`src/rtl/life_col_n.sv`:
```
// life_col_n: one column of Game of Life cells (B3/S23), ROWS tall.
// Holds cell state, steps a generation on enable, accepts single-cell writes,
// and reports change / still-run / generation-count activity.
// Optional build macro: LIFE_COL_POPCOUNT_EN adds the registered pop_count port.
module life_col_n #(
  parameter int ROWS        = 8,
  parameter int ROW_W       = 3,
  parameter int GEN_W       = 16,
  parameter int STABLE_GENS = 4
) (
  input  logic             clk,
  input  logic             reset,
  input  logic             enable,
  input  logic [ROWS-1:0]  w_col,
  input  logic [ROWS-1:0]  e_col,
  input  logic             n,
  input  logic             s,
  input  logic             nw,
  input  logic             ne,
  input  logic             sw,
  input  logic             se,
  input  logic             write_enb,
  input  logic             val,
  input  logic [ROW_W-1:0] row,
  output logic [ROWS-1:0]  alive_col,
  output logic             changed,
  output logic             stable,
  output logic [GEN_W-1:0] gen_count
`ifdef LIFE_COL_POPCOUNT_EN
  ,
  output logic [ROW_W:0]   pop_count
`endif
);

  localparam int STILL_W = $clog2(STABLE_GENS + 1);
  localparam logic [STILL_W-1:0] STILL_MAX = STILL_W'(STABLE_GENS);

  logic [ROWS-1:0]    alive_q, alive_d;
  logic               changed_q, changed_d;
  logic               stable_q, stable_d;
  logic [STILL_W-1:0] still_q, still_d;
  logic [GEN_W-1:0]   gen_q, gen_d;

  logic [ROWS-1:0]    wr_hit;
  logic               wr_valid;
  logic [ROWS-1:0]    life_nxt;
  logic [ROWS-1:0]    step_diff;

  // One-hot write target; out-of-range rows match nothing and are dropped.
  always_comb begin
    wr_hit = '0;
    for (int i = 0; i < ROWS; i++) begin
      if (write_enb && (row == ROW_W'(i))) wr_hit[i] = 1'b1;
    end
    wr_valid = |wr_hit;
  end

  // B3/S23 next state for every cell, with the column ends padded by the edge inputs.
  always_comb begin
    logic [ROWS+1:0] a_ext;
    logic [ROWS+1:0] w_ext;
    logic [ROWS+1:0] e_ext;
    logic [3:0]      cnt;
    a_ext    = {s, alive_q, n};
    w_ext    = {sw, w_col, nw};
    e_ext    = {se, e_col, ne};
    cnt      = '0;
    life_nxt = '0;
    for (int i = 0; i < ROWS; i++) begin
      cnt = 4'(w_ext[i]) + 4'(w_ext[i+1]) + 4'(w_ext[i+2])
          + 4'(e_ext[i]) + 4'(e_ext[i+1]) + 4'(e_ext[i+2])
          + 4'(a_ext[i]) + 4'(a_ext[i+2]);
      life_nxt[i] = (cnt == 4'd3) || ((cnt == 4'd2) && alive_q[i]);
    end
  end

  // Next-state for cells and activity tracking; a write overrides the step for its cell only.
  always_comb begin
    alive_d   = alive_q;
    changed_d = changed_q;
    still_d   = still_q;
    gen_d     = gen_q;
    step_diff = '0;
    if (enable) begin
      step_diff = (life_nxt ^ alive_q) & ~wr_hit;
      alive_d   = life_nxt;
      changed_d = |step_diff;
      gen_d     = gen_q + GEN_W'(1);
    end
    alive_d = (alive_d & ~wr_hit) | (wr_hit & {ROWS{val}});
    if (wr_valid || (enable && (|step_diff))) begin
      still_d = '0;
    end else if (enable && (still_q != STILL_MAX)) begin
      still_d = still_q + STILL_W'(1);
    end
    stable_d = (still_d == STILL_MAX);
  end

`ifdef LIFE_COL_POPCOUNT_EN
  logic [ROW_W:0] pop_q, pop_d;

  // Population of the next state, so pop_count lines up with alive_col.
  always_comb begin
    pop_d = '0;
    for (int i = 0; i < ROWS; i++) begin
      pop_d = pop_d + (ROW_W+1)'(alive_d[i]);
    end
  end

  // Population register.
  always_ff @(posedge clk) begin
    if (!reset) pop_q <= '0;
    else        pop_q <= pop_d;
  end

  assign pop_count = pop_q;
`endif

  // State registers with synchronous active-low reset.
  always_ff @(posedge clk) begin
    if (!reset) begin
      alive_q   <= '0;
      changed_q <= 1'b0;
      stable_q  <= 1'b0;
      still_q   <= '0;
      gen_q     <= '0;
    end else begin
      alive_q   <= alive_d;
      changed_q <= changed_d;
      stable_q  <= stable_d;
      still_q   <= still_d;
      gen_q     <= gen_d;
    end
  end

  assign alive_col = alive_q;
  assign changed   = changed_q;
  assign stable    = stable_q;
  assign gen_count = gen_q;

endmodule
```
`config.mk`:
```
export PLATFORM = sky130hd
export DESIGN_NAME = life_col_n
export DESIGN_NICKNAME = d
export VERILOG_FILES = /design/src/rtl/life_col_n.sv
export SDC_FILE = /design/constraint.sdc
export NUM_CORES = 1
export LEC_CHECK = 0
export BUFFER_PORTS_ARGS = -buffer_cell sky130_fd_sc_hd__buf_2
export CORE_UTILIZATION = 40
export DETAILED_ROUTE_END_ITERATION = 7
export PLACE_DENSITY = 0.67
export SYNTH_ARGS = -nofsm -noshare
export SYNTH_HDL_FRONTEND = slang
export SYNTH_SLANG_ARGS = --single-unit
```
`constraint.sdc`:
```
create_clock -name clk -period 5.55 [get_ports clk]
set_input_delay 1.665 -clock clk [delete_from_list [all_inputs] [get_ports clk]]
set_output_delay 1.665 -clock clk [all_outputs]
set_load 0.01 [all_outputs]
```
==> impl_metrics.toml, run 1 <==
[outcome]
outcome = "finished clean"

[worst_setup_path]
critPathTopFamily = "adder cells"
critPathLaunchType = "input pin"
path_common_cell = "fa_1"
rrSetupSlack_ns = 1.95
critPathMaxStageDelay_ns = 0.49
crit_type = "in -> reg"
rr_endpoint = "still_q[1]$_SDFF_PN0_"
critPathMaxFanout = 4
cp-end-kind = "flip-flop"
path_buf_inv = 3
cp_slowest_cell = "fa_1"
cp.arrival_ns = 5.30
crit_chain = "buf_2 -> inv_1 -> fa_1 -> fa_1 -> fa_1 -> inv_1 -> ha_1 -> fa_1 -> and4b_1 -> a21oi_1 -> mux2i_1 -> nor4_2 -> a21boi_1 -> nor3_1"
rr_worst_depth = 12
required_ns = 5.71

[cts]
ctsLongestPathBuffers = 2
cts_tree = "yes"
cts.repair.resized = 0
cts_buffers = 5
cts-root-buf = "clkbuf_8"
h-tree-depth = 2
post-cts-setup-buffers = 0
clock_latency_ns = 0.28
clock_sinks = 29
clk_pin_slew_ns = 0.06
postCtsHoldBufs = 0

[final_layout]
drive_above_1_share_pct = 17.9
nets = 480
n_antenna_cell = 0
final_cells = 488
syn_to_final_growth_pct = 16.8

[yosys]
netlist_area_um2 = 2920
synth_cells = 333
ys.flop_type = "dfxtp_1"
synth_area_leaders = "fa_1 22%, dfxtp_1 20%, ha_1 12%"
async_flop_share_pct = 0
synth.distinct_cells = 32
synth_seq_cells = 29
yosysTopAreaCellShare_pct = 22.0
syn_nets = 422
ys_seq_area_share_pct = 19.9
syn_avg_cell_area_um2 = 8.75
yosysMostFrequentCell = "inv_1"
synth_top_cell_by_area = "fa_1"
synth_edf_count = 0
synth_common_cells = "68 x inv_1, 32 x fa_1, 32 x nor2_1"
ys_warn_count = 0

[place]
post-place-ws_ns = 0.109
port_buffers = 55
dp_hpwl_um = 5090
gp_congestion = 0.841
dp_cells = 480

[drt]
num_vias = 2368
drt.antenna.violating_nets = 0
dr.pass1.iters = 5
drcViolationCount = 0
wirelength_um = 6060
wl_per_cell_um = 12.4
detail_route.iter0.violations = 104
vias_per_cell = 4.85

[timing]
hold_ws_ns = 0.500
drv_slew = 0
setup_tns_ns = 0
finalSetupViolations = 0
fin_skew_ns = 0.00345
max_freq_mhz = 195
relSlewSlack_pct = 48.8
worst_slew_pin_slew_ns = 0.768
fin_ws_ns = 0.417
rsz0062_at_grt = "false"
layout_min_cycle_time_ns = 5.13
fin_crit_sh_pct = 92.5
hold_viol = 0

[min_path]
holdPathEnd = "gen_count[5]$_SDFFE_PN0P_"
min_path_cells = 2
min_path_type = "reg -> reg"
hp-start = "gen_count[5]$_SDFFE_PN0P_"

[pwr]
peakVddDrop_mv = 0.155
p_sw_share_pct = 43.2
switching_power_w = 0.000531
sequentialPowerShare_pct = 20.8
p_per_area_nw_per_um2 = 361
internal-power_w = 0.000699
combPwrFrac_pct = 63.4
leakage_nw = 1.76
pwr-share-clk_pct = 15.8

[global_routing]
grt_most_used_layer = "met2"
met2_usage_pct = 31.7
track_usage_pct = 17.7
grt_max_degree = 27
met3_usage_pct = 3.13
grt_pass1_wl_um = 10500
first_global_vias = 2405
antenna_found_initial = 0
grt_overflow = 0
gr-usage-met1_pct = 21.3

[floorplanning]
core_area_um2 = 6910
initial_core_util_pct = 42.2
io_pins = 56
die_w_um = 87.4
rows = 30
die_area_um2 = 7630
die_h_um = 87.4

[flow_run]
cap_violations = 0
## per-layer routing
layer / up-vias / part of all wire [%]
met5: - / 0
met4: 0 / 1.6
met3: 10 / 4.2
met2: 47 / 49
li1: 1207 / -
met1: 1104 / 45
## area by class of cell
class	count	area [um^2]
fill	721	3500
timing repair buffer	57	290
multi-input combinational	230	2060
tap	96	120
inverter	68	255
clock buffer	7	96.3
sequential	29	581
clock inverter	1	5.00
## kinds of logic after synthesis
kind of cell | count (synthesis) | synth area share, %
adder cells (fa/ha/maj) | 59 | 33.6
multiplexers | 17 | 5.84
AO/OA/AOI/OAI | 35 | 6.87
XOR/XNOR | 15 | 4.51
AND/OR/NAND/NOR | 104 | 19.8
flip-flops | 29 | 19.9
buffers and inverters | 74 | 9.53
## placed cells by master, fill, tap and decap left out, types with 4 or more instances in the layout
cell and instances:
nand2_1 22, dfxtp_1 29, nor2_1 32, ha_1 27, inv_1 68, and4b_1 8, o21ai_0 4, a22oi_1 5
nand4_1 5, nand3_1 12, mux2i_1 17, xnor2_1 7, fa_1 32, buf_2 55, clkbuf_8 7, xor2_1 8
nor3_1 6, a21oi_1 22
## power by group through the flow
stage	logic (W)	registers, W	clock network [W]
2_1_floorplan	0.000597	0.000265	0
3_3_place_gp	0.000750	0.000259	0
3_5_place_dp	0.000786	0.000260	0
4_1_cts	0.000790	0.000256	0.000198
6_report	0.000779	0.000255	0.000195
5_1_grt	0.000909	0.000259	0.000209
## how the worst max path moves through the flow
stage,endpoint,cells past startpoint,slack (ns),from
5_1_grt,still_q[2]$_SDFF_PN0_,14,0.18,w_col[5]
6_report,still_q[1]$_SDFF_PN0_,14,0.42,w_col[1]
2_1_floorplan,still_q[0]$_SDFF_PN0_,13,0.48,w_col[1]
4_1_cts,still_q[1]$_SDFF_PN0_,14,0.39,w_col[5]
3_3_place_gp,stable$_SDFF_PN0_,14,0.16,e_col[2]
3_5_place_dp,still_q[1]$_SDFF_PN0_,14,0.11,w_col[5]
## metrics by stage
step	util (%)	cell area (um^2)	power, W
after global routing	49.3	3400	0.00138
after CTS	49.3	3400	0.00124
final	49.3	3400	0.00123
after detailed placement	47.8	3300	0.00105
after global placement	47.8	3300	0.00101
after floorplan	-	2920	0.000862
## worst min-delay path: stages (launching register included)
cell and delay [ns]:
dfxtp_1 0.32, o21ai_0 0.07, a21oi_1 0.06
Power figures use the tool's default switching activity.
==> run 2, diff against run 1 <==
- PLACE_DENSITY: 0.67 -> 0.58
- clock period: 5.55 -> 4.8 ns (I/O delays scaled with it)
==> run 2 against run 1 <==
Net effect: global-route usage increased by 0.78 points; power increased by 45%; sequential cell count unchanged; core utilization increased by 4.7 points; combinational power increased by 62%; setup slack got worse by 0.39 ns; register-to-register slack got worse by 0.63 ns; critical endpoint is now still_q[2]$_SDFF_PN0_; highest routed layer unchanged.
==> impl_metrics.toml, run 2 (synthesis gave the netlist of run 1 again) <==
[outcome]
outcome = "finished clean"

[timing]
hold_ws_ns = 0.515
setup_tns_ns = 0
drv_slew = 0
hold_viol = 0
fin_crit_sh_pct = 99.5
fin_skew_ns = 0.00512
layout_min_cycle_time_ns = 4.78
fin_ws_ns = 0.0226
worst_slew_pin_slew_ns = 0.797
max_freq_mhz = 209
finalSetupViolations = 0
relSlewSlack_pct = 46.8
rsz0062_at_grt = "true"

[cts]
clk_pin_slew_ns = 0.07
cts_buffers = 5
postCtsHoldBufs = 0
cts-root-buf = "clkbuf_8"
h-tree-depth = 2
clock_latency_ns = 0.28
clock_sinks = 29
ctsLongestPathBuffers = 2
cts_tree = "yes"

[worst_setup_path]
crit_type = "in -> reg"
critPathLaunchType = "input pin"
critPathMaxFanout = 4
rrSetupSlack_ns = 1.32
required_ns = 4.97
cp.arrival_ns = 4.95
cp-end-kind = "flip-flop"
rr_worst_depth = 13
rr_endpoint = "changed$_SDFFE_PN0P_"

[place]
dp_cells = 507
gp_congestion = 0.756
port_buffers = 55
post-place-ws_ns = -0.455
dp_hpwl_um = 5300

[floorplanning]
die_w_um = 87.4
initial_core_util_pct = 42.2
rows = 30
io_pins = 56
die_area_um2 = 7630
core_area_um2 = 6910
die_h_um = 87.4

[final_layout]
final_cell_mix = "62 x inv_1, 54 x buf_2, 33 x buf_4"
drive_above_1_share_pct = 29.8
syn_to_final_growth_pct = 27.9
n_antenna_cell = 0
nets = 511
multi_input_area_um2 = 2140
seq_area_um2 = 581
fill_cells = 717
final_common_cell = "inv_1"
final_cells = 519

[drt]
num_vias = 2505
wirelength_um = 6460
drt.antenna.violating_nets = 0
detail_route.iter0.violations = 81
dr.pass1.iters = 4
wl_per_cell_um = 12.4
vias_per_cell = 4.83
drcViolationCount = 0

[pwr]
peakVddDrop_mv = 0.255
combPwrFrac_pct = 70.7
leakage_nw = 1.90
p_total_w = 0.00178
pwr-share-clk_pct = 12.8
sequentialPowerShare_pct = 16.5
internal-power_w = 0.00106
p_per_area_nw_per_um2 = 477
switching_power_w = 0.000720
p_sw_share_pct = 40.5

[global_routing]
gr-usage-met1_pct = 22.1
grt_max_degree = 27
met2_usage_pct = 33.0
antenna_found_initial = 0
met3_usage_pct = 4.08
first_global_vias = 2538
grt_overflow = 0
grt_most_used_layer = "met2"
track_usage_pct = 18.5
grt_pass1_wl_um = 11000

[min_path]
min_path_type = "reg -> reg"
hp-start = "gen_count[5]$_SDFFE_PN0P_"
holdPathEnd = "gen_count[5]$_SDFFE_PN0P_"
min_path_cells = 2

[flow_run]
cap_violations = 0
run 2: worst max path at each step:
stage,endpoint,cells after the start,start
finish,still_q[2]$_SDFF_PN0_,15,w_col[6]
global route,still_q[2]$_SDFF_PN0_,15,w_col[1]
CTS,changed$_SDFFE_PN0P_,15,w_col[6]
detailed placement,still_q[2]$_SDFF_PN0_,14,w_col[2]
global placement,stable$_SDFF_PN0_,14,w_col[2]
floorplan,still_q[0]$_SDFF_PN0_,13,w_col[1]
run 2: stage by stage:
step / util, % / cell area [um^2]
2_1_floorplan: - / 2930
3_3_place_gp: 51.0 / 3520
3_5_place_dp: 51.0 / 3520
4_1_cts: 53.4 / 3690
5_1_grt: 54.0 / 3730
6_report: 54.0 / 3730
run 2: cell type report:
class | count | area share [%]
clock buffers | 7 | 2.58
well taps | 96 | 3.22
repair buffers | 88 | 14.2
multi-input cells | 230 | 57.4
flip-flops and latches | 29 | 15.6
clock inverters | 1 | 0.134
inverters | 68 | 6.94
run 2: power by group through the flow:
| stage | logic, W | clock network [W] | registers (W) |
|---|---|---|---|
| after CTS | 0.00123 | 0.000234 | 0.000293 |
| after floorplan | 0.000706 | 0 | 0.000306 |
| after global placement | 0.00106 | 0 | 0.000298 |
| final | 0.00126 | 0.000227 | 0.000294 |
| after detailed placement | 0.00111 | 0 | 0.000299 |
| after global routing | 0.00142 | 0.000243 | 0.000298 |
run 2: timing repair:
action / 4_1_cts / 5_1_grt
setup endpoints to repair: 5 / 5
pin swaps: 14 / 6
gates resized for setup: 9 / 15
setup buffers: 4 / 0
run 2: layer usage:
layer / vias to the layer above / share of wire (%)
met5: - / 0
met4: 0 / 1.1
met3: 7 / 4.4
met2: 48 / 48
met1: 1185 / 47
li1: 1265 / -
run 2: critical path, stage by stage:
cell      delay [ns]
buf_2           0.09
inv_1           0.07
fa_1            0.55
fa_1            0.44
fa_1            0.50
inv_1           0.04
ha_1            0.20
fa_1            0.46
and4b_1         0.21
a21oi_2         0.18
mux2i_2         0.29
nor4_2          0.06
buf_4           0.14
a21boi_4        0.18
nor3_1          0.08
==> run 3, diff against run 2 <==
- ABC_AREA: unset -> 1
==> run 3 against run 2 <==
Net effect: die area increased by 4.3%; largest cell class unchanged; routed wire length increased by 0.53%; clock power decreased by 20%; clock-buffer cell count decreased by 2; non-clock buffer count decreased by 22; synthesized cell count increased by 27%; highest routed layer unchanged; synthesized area increased by 4.4%; design area decreased by 4.1%.
==> impl_metrics.toml, run 3 <==
[yosys]
ys_warn_count = 0
async_flop_share_pct = 0
synth_cells = 423
synth_top_cell_by_area = "fa_1"
yosysTopAreaCellShare_pct = 21.0
ys_seq_area_share_pct = 19.1
yosysMostFrequentCell = "inv_1"
synth_seq_cells = 29
synth.distinct_cells = 29
syn_nets = 512
netlist_area_um2 = 3040
synth_common_cells = "93 x inv_1, 75 x nand2_1, 49 x nor2_1"
syn_avg_cell_area_um2 = 7.20
ys.flop_type = "dfxtp_1"
synth_area_leaders = "fa_1 21%, dfxtp_1 19%, inv_1 11%"
synth_edf_count = 0

[timing]
finalSetupViolations = 0
worst_slew_pin_slew_ns = 0.567
fin_ws_ns = 0.227
relSlewSlack_pct = 62.2
fin_skew_ns = 0.00530
max_freq_mhz = 219
setup_tns_ns = 0
layout_min_cycle_time_ns = 4.57
rsz0062_at_grt = "false"
drv_slew = 0
fin_crit_sh_pct = 95.3
hold_ws_ns = 0.492
hold_viol = 0

[cts]
cts-root-buf = "clkbuf_8"
clk_pin_slew_ns = 0.06
clock_sinks = 29
cts_buffers = 5
ctsLongestPathBuffers = 2
postCtsHoldBufs = 0
cts_tree = "yes"
h-tree-depth = 2
clock_latency_ns = 0.27

[global_routing]
antenna_found_initial = 0
first_global_vias = 2581
track_usage_pct = 17.9
grt_overflow = 0
grt_pass1_wl_um = 11100
grt_max_degree = 31

[worst_setup_path]
critPathLaunchType = "input pin"
crit_type = "in -> reg"
cp-end-kind = "flip-flop"
required_ns = 5.01
critPathMaxFanout = 3
cp.arrival_ns = 4.78

[place]
gp_congestion = 0.792
port_buffers = 55
dp_hpwl_um = 5520
dp_cells = 581
post-place-ws_ns = -0.0697

[drt]
drt.antenna.violating_nets = 0
vias_per_cell = 4.67
drcViolationCount = 0
wl_per_cell_um = 11.0
detail_route.iter0.violations = 71
wirelength_um = 6490
num_vias = 2747
dr.pass1.iters = 4

[floorplanning]
io_pins = 56
die_w_um = 89.2
core_area_um2 = 7290
die_h_um = 89.2
initial_core_util_pct = 41.7
rows = 31
die_area_um2 = 7960

[final_layout]
n_antenna_cell = 0
final_common_cell = "inv_1"
syn_to_final_growth_pct = 17.5
final_cells = 588
drive_above_1_share_pct = 18.6
final_cell_mix = "92 x inv_1, 75 x nand2_1, 55 x buf_2"
nets = 579
fill_cells = 806

[pwr]
leakage_nw = 1.90
p_total_w = 0.00112
peakVddDrop_mv = 0.130
p_per_area_nw_per_um2 = 313

[outcome]
outcome = "finished clean"

[min_path]
min_path_type = "reg -> reg"

[flow_run]
cap_violations = 0
## run 3: changes by cell type after synthesis, sizes merged, moves of 5 or more
cell,change
xnor2,-6
a31oi,+8
mux2i,-17
nor2,+25
a22oi,-5
xor2,-6
nand2,+56
inv,+28
o21ai,+20
nand3,+9
and4b,-8
## run 3: critical path, stage by stage
cell and delay, ns:
buf_2 0.11, inv_1 0.12, fa_1 0.45, fa_1 0.46, fa_1 0.50, inv_1 0.04
ha_1 0.20, fa_1 0.49, o21ai_0 0.09, nor2_1 0.13, nand3_1 0.09, nand3_1 0.12
nand2_1 0.06, nor2_1 0.10, nand2_1 0.06, nand2_1 0.09, nand4_1 0.10, nor2_1 0.11
## run 3: timing repair
action / in CTS / in global routing
buffers inserted: 0 / 1
setup endpoints to repair: 0 / 3
endpoints found under the hold margin: 0 / 0
gates resized for setup: 0 / 3
## run 3: final timing paths
| check | end | cells after the start | start | slack (ns) |
|---|---|---|---|---|
| min reg2reg | gen_count[2]$_SDFFE_PN0P_ | 2 | gen_count[2]$_SDFFE_PN0P_ | 0.49 |
| max reg2reg | stable$_SDFF_PN0_ | 16 | flip-flop | 1.53 |
| max | stable$_SDFF_PN0_ | 18 | w_col[3] | 0.23 |
| min | gen_count[2]$_SDFFE_PN0P_ | 2 | gen_count[2]$_SDFFE_PN0P_ | 0.49 |
## run 3: kinds of logic after synthesis
logic type,after synthesis,synth area share (%)
simple gates,173,24.9
buf+inv,102,12.7
fa+ha+maj,59,32.1
compound gates,57,10.3
flops,29,19.1
xor+xnor,3,0.863
## run 3: final cells by class
class / count / area [um^2] / area share, %
clock inverters: 1 / 5.00 / 0.140
repair buffers: 66 / 358 / 10.0
multi-input cells: 292 / 2080 / 58.2
inverters: 96 / 360 / 10.1
flip-flops and latches: 29 / 581 / 16.2
clock buffers: 5 / 68.8 / 1.92
well taps: 99 / 124 / 3.46
## run 3: metrics by stage
step                      utilization [%]  cell area [um^2]
final                                49.0              3580
after global routing                 49.0              3580
after CTS                            48.9              3570
after detailed placement             47.9              3490
after global placement               47.9              3490
after floorplan                         -              3040
## run 3: layer usage
metal | global-route usage, % | up-vias | routed length [um]
li1 | - | 1452 | -
met1 | 22.8 | 1254 | 3190
met2 | 32.1 | 39 | 3110
met3 | 3.14 | 2 | 171
met4 | 3.03 | 0 | 21
met5 | 0 | - | 0
## run 3: report_power, final
| group | total, W | internal (W) | switching (W) |
|---|---|---|---|
| logic | 0.000663 | 0.000277 | 0.000385 |
| registers | 0.000273 | 0.000256 | 0.0000168 |
| clock network | 0.000182 | 0.0000951 | 0.0000874 |
